[src/rtl/fb_writer.sv]
// Byte-stream packet parser that writes pixels into the scrambled frame-buffer layout
// and acknowledges each packet with 'K' (done) or 'E' (error / timeout).
module fb_writer #(
    parameter int          ADDR_WIDTH = 13,
    parameter logic [7:0]  SYNC_BYTE  = 8'hA5,
    parameter logic [19:0] TIMEOUT    = 20'd48000
) (
    input  logic                  clk,
    input  logic                  reset,
    input  logic [7:0]            rx_data,
    input  logic                  rx_strobe,
    output logic                  wr_enable,
    output logic [ADDR_WIDTH-1:0] wr_addr,
    output logic [7:0]            wr_data,
    output logic [7:0]            tx_data,
    output logic                  tx_strobe,
    output logic                  frame_done,
    output logic                  busy
);

    typedef enum logic [2:0] {IDLE, CMD, FRAME, PX_X, PX_Y, PX_V} state_t;

    localparam logic [7:0] ACK_OK  = 8'h4B;
    localparam logic [7:0] ACK_ERR = 8'h45;

    state_t                state, state_next;
    logic [7:0]            x, x_next, y, y_next;
    logic [19:0]           idle_count, idle_count_next;
    logic                  wr_enable_next, tx_strobe_next, frame_done_next;
    logic [ADDR_WIDTH-1:0] wr_addr_next;
    logic [7:0]            wr_data_next, tx_data_next;
    logic                  raise_error, send_ok;

    // Panel layout: 16 column blocks of 384 bytes, 8 sub-blocks of 48, rows 0..15 stored after 16..31.
    function automatic logic [ADDR_WIDTH-1:0] map_addr(input logic [6:0] px, input logic [4:0] py);
        logic [ADDR_WIDTH-1:0] row;
        row = (py < 5'd16) ? ADDR_WIDTH'(py) + ADDR_WIDTH'(32) : ADDR_WIDTH'(py);
        return ADDR_WIDTH'(px[3:0]) * ADDR_WIDTH'(384) + ADDR_WIDTH'(px[6:4]) * ADDR_WIDTH'(48) + row;
    endfunction

    always_ff @(posedge clk or posedge reset) begin
        if (reset) begin
            state      <= IDLE;
            x          <= '0;
            y          <= '0;
            idle_count <= '0;
            wr_enable  <= 1'b0;
            wr_addr    <= '0;
            wr_data    <= '0;
            tx_data    <= '0;
            tx_strobe  <= 1'b0;
            frame_done <= 1'b0;
        end else begin
            state      <= state_next;
            x          <= x_next;
            y          <= y_next;
            idle_count <= idle_count_next;
            wr_enable  <= wr_enable_next;
            wr_addr    <= wr_addr_next;
            wr_data    <= wr_data_next;
            tx_data    <= tx_data_next;
            tx_strobe  <= tx_strobe_next;
            frame_done <= frame_done_next;
        end
    end

    always_comb begin
        state_next      = state;
        x_next          = x;
        y_next          = y;
        wr_enable_next  = 1'b0;
        wr_addr_next    = wr_addr;
        wr_data_next    = wr_data;
        tx_data_next    = tx_data;
        tx_strobe_next  = 1'b0;
        frame_done_next = 1'b0;
        raise_error     = 1'b0;
        send_ok         = 1'b0;

        // An arriving byte takes priority over a timeout expiring in the same cycle.
        if (rx_strobe) begin
            unique case (state)
                IDLE: if (rx_data == SYNC_BYTE) state_next = CMD;
                CMD: begin
                    if (rx_data == 8'h01) begin
                        state_next = FRAME;
                        x_next     = '0;
                        y_next     = '0;
                    end else if (rx_data == 8'h02) begin
                        state_next = PX_X;
                    end else begin
                        raise_error = 1'b1;
                    end
                end
                FRAME: begin
                    wr_enable_next = 1'b1;
                    wr_addr_next   = map_addr(x[6:0], y[4:0]);
                    wr_data_next   = rx_data;
                    if (y == 8'd31) begin
                        y_next = '0;
                        if (x == 8'd127) begin
                            send_ok         = 1'b1;
                            frame_done_next = 1'b1;
                        end else begin
                            x_next = x + 8'd1;
                        end
                    end else begin
                        y_next = y + 8'd1;
                    end
                end
                PX_X: begin
                    x_next     = rx_data;
                    state_next = PX_Y;
                end
                PX_Y: begin
                    y_next     = rx_data;
                    state_next = PX_V;
                end
                PX_V: begin
                    if (x > 8'd127 || y > 8'd31) begin
                        raise_error = 1'b1;
                    end else begin
                        wr_enable_next = 1'b1;
                        wr_addr_next   = map_addr(x[6:0], y[4:0]);
                        wr_data_next   = rx_data;
                        send_ok        = 1'b1;
                    end
                end
                default: state_next = IDLE;
            endcase
        end else if (state != IDLE && idle_count == TIMEOUT) begin
            raise_error = 1'b1;
        end

        if (send_ok) begin
            tx_data_next   = ACK_OK;
            tx_strobe_next = 1'b1;
            state_next     = IDLE;
        end
        if (raise_error) begin
            tx_data_next   = ACK_ERR;
            tx_strobe_next = 1'b1;
            state_next     = IDLE;
        end

        idle_count_next = (state_next == IDLE || rx_strobe) ? '0 : idle_count + 20'd1;
    end

    assign busy = (state != IDLE);

endmodule

[config.mk]
export PLATFORM = sky130hd
export DESIGN_NAME = fb_writer
export DESIGN_NICKNAME = d
export VERILOG_FILES = /design/src/rtl/fb_writer.sv
export SDC_FILE = /design/constraint.sdc
export NUM_CORES = 1
export LEC_CHECK = 0
export CAP_MARGIN = 20
export CORE_UTILIZATION = 50
export DETAILED_ROUTE_END_ITERATION = 7
export DONT_BUFFER_PORTS = 1
export PLACE_DENSITY = 0.68
export SLEW_MARGIN = 30
export SYNTH_ARGS = -nofsm -noshare
export SYNTH_HDL_FRONTEND = slang
export SYNTH_SLANG_ARGS = --single-unit
[constraint.sdc]
create_clock -name clk -period 5 [get_ports clk]
set_input_delay 0.75 -clock clk [delete_from_list [all_inputs] [get_ports clk]]
set_output_delay 0.75 -clock clk [all_outputs]
set_load 0.01 [all_outputs]
==> results by group <==
Logic synthesis
  • Number of synthesized flops with an enable pin: 0
  • Seq/Total Area, Yosys: between 40% and 50%
  • Yosys cell types: 63
  • Netlist Area Pre-Place: between 3000 and 4000 um2
  • Synth Instances: slightly below 400
  • Commonest register cell after synthesis: dfrtp_1
  • Warnings from Yosys: 0
  • Asr flop ratio synth: 100%
  • Register bit total from synthesis: 66
  • Syn Area/Cell: about 9.8 um2

Floorplanning
  • Core area: 7330 um2
  • FP Rows: 31
  • Total Die Area: ~8000 um2
  • Starting density of the core: between 50% and 60%
  • Die W: ~90 um
  • IO Pins: 44
  • Die H: ~90 um

Routing
  • DRC errors left: 0
  • Total wire length: between 8 and 9 mm
  • Via/cell ratio: slightly below 6
  • Vias post-DR: 2,856
  • DR WL/cell: roughly 17 um
  • Detailed Route Iter0 Violations: 130
  • DRT Pass-1 Iters: 4
  • Routed Antenna Nets: 0

Timing
  • Post-layout min period: 2.52 ns
  • Max_slew headroom: between 40% and 50%
  • Fmax: approximately 400 MHz
  • Slew Viols, Final: 0
  • Fin. Hold Viols: 0
  • Worst-Margin Slew: between 0.8 and 0.9 ns
  • Setup Skew: around 0.0073 ns
  • Worst Hold Margin: 0.517 ns
  • Final setup violating endpoints: 0
  • TNS Setup: 0 ns
  • Unrepaired setup endpoints after global routing: no
  • Period utilisation layout: between 50% and 60%
  • Final setup margin: roughly 2.5 ns

Worst setup path
  • Crit Path Class: reg -> reg
  • WP data arrival: around 2.7 ns
  • Worst reg-to-reg setup slack: about 2.5 ns
  • Cell family with most CP delay: adder cells
  • WP data required: 5.21 ns
  • Critical path's slowest cell: dfrtp_1
  • Worst path bufs/invs: 1
  • Worst R2R Path Depth: 10
  • Worst path cell trace: ha_1 -> inv_1 -> fa_1 -> xnor2_1 -> ha_1 -> nand4bb_1 -> a21oi_1 -> nand4b_1 -> xnor2_1 -> o21ai_0
  • CP Max Fanout: 5
  • FF-to-FF End: wr_addr[12]
  • CP Launch Type: flop
  • Reg2reg start: x[4]
  • Worst Setup End Kind: flop
  • Slowest stage delay, CP: between 0.4 and 0.5 ns
  • Worst Setup SP: x[4]

Placement
  • Final GP Congestion: just over 0.8
  • Port Buffers: 0
  • DP HPWL: around 5.7 mm
  • Post-Place Worst Slack: approximately 2.5 ns

Power
  • Gate power share: around a fifth
  • Peak VDD IR: ~0.2 mV
  • Pwr Density: 339 nW/um2
  • Switching pwr: 0.453 mW
  • Sequential fraction of design power: around 50%
  • Internal: between 0.9 and 1 mW
  • Clock share of power: approximately 29%
  • Leak: 1.76 nW
  • Sw Ratio: 33.0%

Clock network
  • Setup bufs post-CTS: 0
  • Worst-skew pair later-pin latency: about 0.34 ns
  • Clock root buffer: clkbuf_8
  • Worst-path clk slew: 0.07 ns
  • Post-CTS Hold Buffers: 0
  • Clk sinks: 66
  • H-tree Lvls: 3
  • Cts bufs inserted: 9
  • Resized Gates After CTS: 0
  • Clock buffer depth: 2
  • CTS tree: built

Global route
  • Vias in the first global route: about 2,700
  • First-pass GRT wire length: 13.5 mm
  • Aggregate global-route resource usage: between 20% and 30%
  • Largest net degree at the start of global routing: 67
  • Grt ovf: 0
  • Initial antenna violation count: 0

Finish
  • Nets: ~420
  • Area growth from synthesis to layout: 5.17%
  • Share of cells above drive strength 1: ~11%
  • Filler cell count: roughly 650
  • Diode count: 0

Flow run
  • Max-cap violations: 0

Worst hold path
  • Tightest Hold Check Type: reg -> reg
  • Hold Crit Start: idle_count[0]
  • Hold path depth: 1
  • Worst Hold End: idle_count[0]

Outcome
  • Status: complete, no violations
## metal layers
| layer | vias to the layer above | wire length (um) | GRT usage, % |
|---|---|---|---|
| li1 | 1371 | - | - |
| met5 | - | 0 | 0 |
| met1 | 1390 | 3750 | 30.5 |
| met4 | 0 | 24 | 4.76 |
| met2 | 93 | 3830 | 34.8 |
| met3 | 2 | 545 | 7.77 |
## area by class of cell
| cell class | count | area, um2 | area share (%) |
|---|---|---|---|
| Tap cell | 99 | 124 | 3.06 |
| Sequential cell | 66 | 1650 | 40.8 |
| Clock buffer | 11 | 141 | 3.50 |
| Clock inverter | 5 | 30.0 | 0.743 |
| Multi-Input combinational cell | 287 | 2000 | 49.4 |
| Timing Repair Buffer | 2 | 15.0 | 0.371 |
| Inverter | 23 | 86.3 | 2.13 |
## cell families (layout without fill, tap and decap cells)
group	after synthesis	count (layout)	synth area share (%)
compound gates	74	74	13.0
xor+xnor	30	30	6.83
fa+ha+maj	18	18	6.44
buf+inv	42	41	5.63
flops	66	66	43.0
mux	13	13	3.77
other cells	1	3	0.0975
simple gates	149	149	21.2
## flip-flops by register name (all words and copies together), names as in the netlist
register / cells
state: 3
wr_data: 8
idle_count: 20
tx_data: 3
tx_strobe: 1
x: 8
wr_addr: 13
frame_done: 1
y: 8
wr_enable: 1
## cells in the mapped netlist (3+ instances only)
cell / instances / area [um2]
inv_1: 23 / 86.3
buf_4: 7 / 52.6
mux2_2: 12 / 135
nand4b_1: 4 / 35.0
dfrtp_1: 66 / 1650
a21oi_1: 15 / 75.1
nand4_1: 5 / 31.3
xor2_1: 12 / 105
o31ai_1: 4 / 30.0
fa_1: 3 / 60.1
a22o_1: 4 / 35.0
and3b_1: 3 / 26.3
nor3_1: 12 / 60.1
nor3b_1: 3 / 22.5
nor2_1: 38 / 143
clkbuf_1: 5 / 18.8
ha_1: 15 / 188
buf_6: 4 / 45.0
nand2_1: 36 / 135
and3_1: 6 / 37.5
o21ai_0: 24 / 120
a21o_1: 3 / 22.5
nor4_1: 4 / 25.0
xnor2_1: 18 / 158
nand3_1: 15 / 75.1
## worst register-to-register path: stages (launching register included)
cell       delay (ns)
dfrtp_1          0.44
ha_1             0.25
inv_1            0.10
fa_1             0.39
xnor2_1          0.14
ha_1             0.35
nand4bb_1        0.12
a21oi_1          0.22
nand4b_1         0.14
xnor2_1          0.16
o21ai_0          0.08
## through the flow
stage | util [%] | instances | instance area [um2] | power [mW]
floorplan | - | 395 | 3850 | 0.913
global placement | 52.7 | 477 | 3860 | 0.981
detailed placement | 52.8 | 477 | 3870 | 0.984
CTS | 55.1 | 493 | 4040 | 1.39
global route | 55.2 | 493 | 4040 | 1.46
finish | 55.2 | 493 | 4040 | 1.37
## layout by cell type, fill, tap and decap left out, types with 3 or more instances in the layout
cell / n
o21ai_0: 24
dfrtp_1: 66
nor4_1: 4
mux2_2: 12
a21oi_1: 15
fa_1: 3
nand4b_1: 4
xor2_1: 12
clkbuf_8: 10
nor3_1: 11
o31ai_1: 4
inv_1: 22
and3_1: 6
nor2_1: 38
conb_1: 3
nand3_1: 15
ha_1: 15
xnor2_1: 18
a21o_1: 3
and3b_1: 3
clkinv_2: 3
nand2_1: 36
nor3b_1: 3
a22o_1: 4
nand4_1: 5
## power by group through the flow
stage / sequential, mW / combinational [mW] / clock, mW
after detailed placement: 0.715 / 0.270 / 0
after global routing: 0.717 / 0.312 / 0.429
final: 0.705 / 0.273 / 0.394
after floorplan: 0.688 / 0.226 / 0
after CTS: 0.705 / 0.274 / 0.408
after global placement: 0.714 / 0.267 / 0
## worst max path at each step
stage / slack (ns) / cells after the start / endpoint
floorplan: 2.60 / 1 / frame_done
global placement: 2.61 / 10 / wr_addr[12]
detailed placement: 2.52 / 10 / wr_addr[12]
CTS: 2.50 / 10 / wr_addr[12]
global route: 2.27 / 10 / wr_addr[12]
finish: 2.48 / 10 / wr_addr[12]
(Power assumes the default switching activity.)
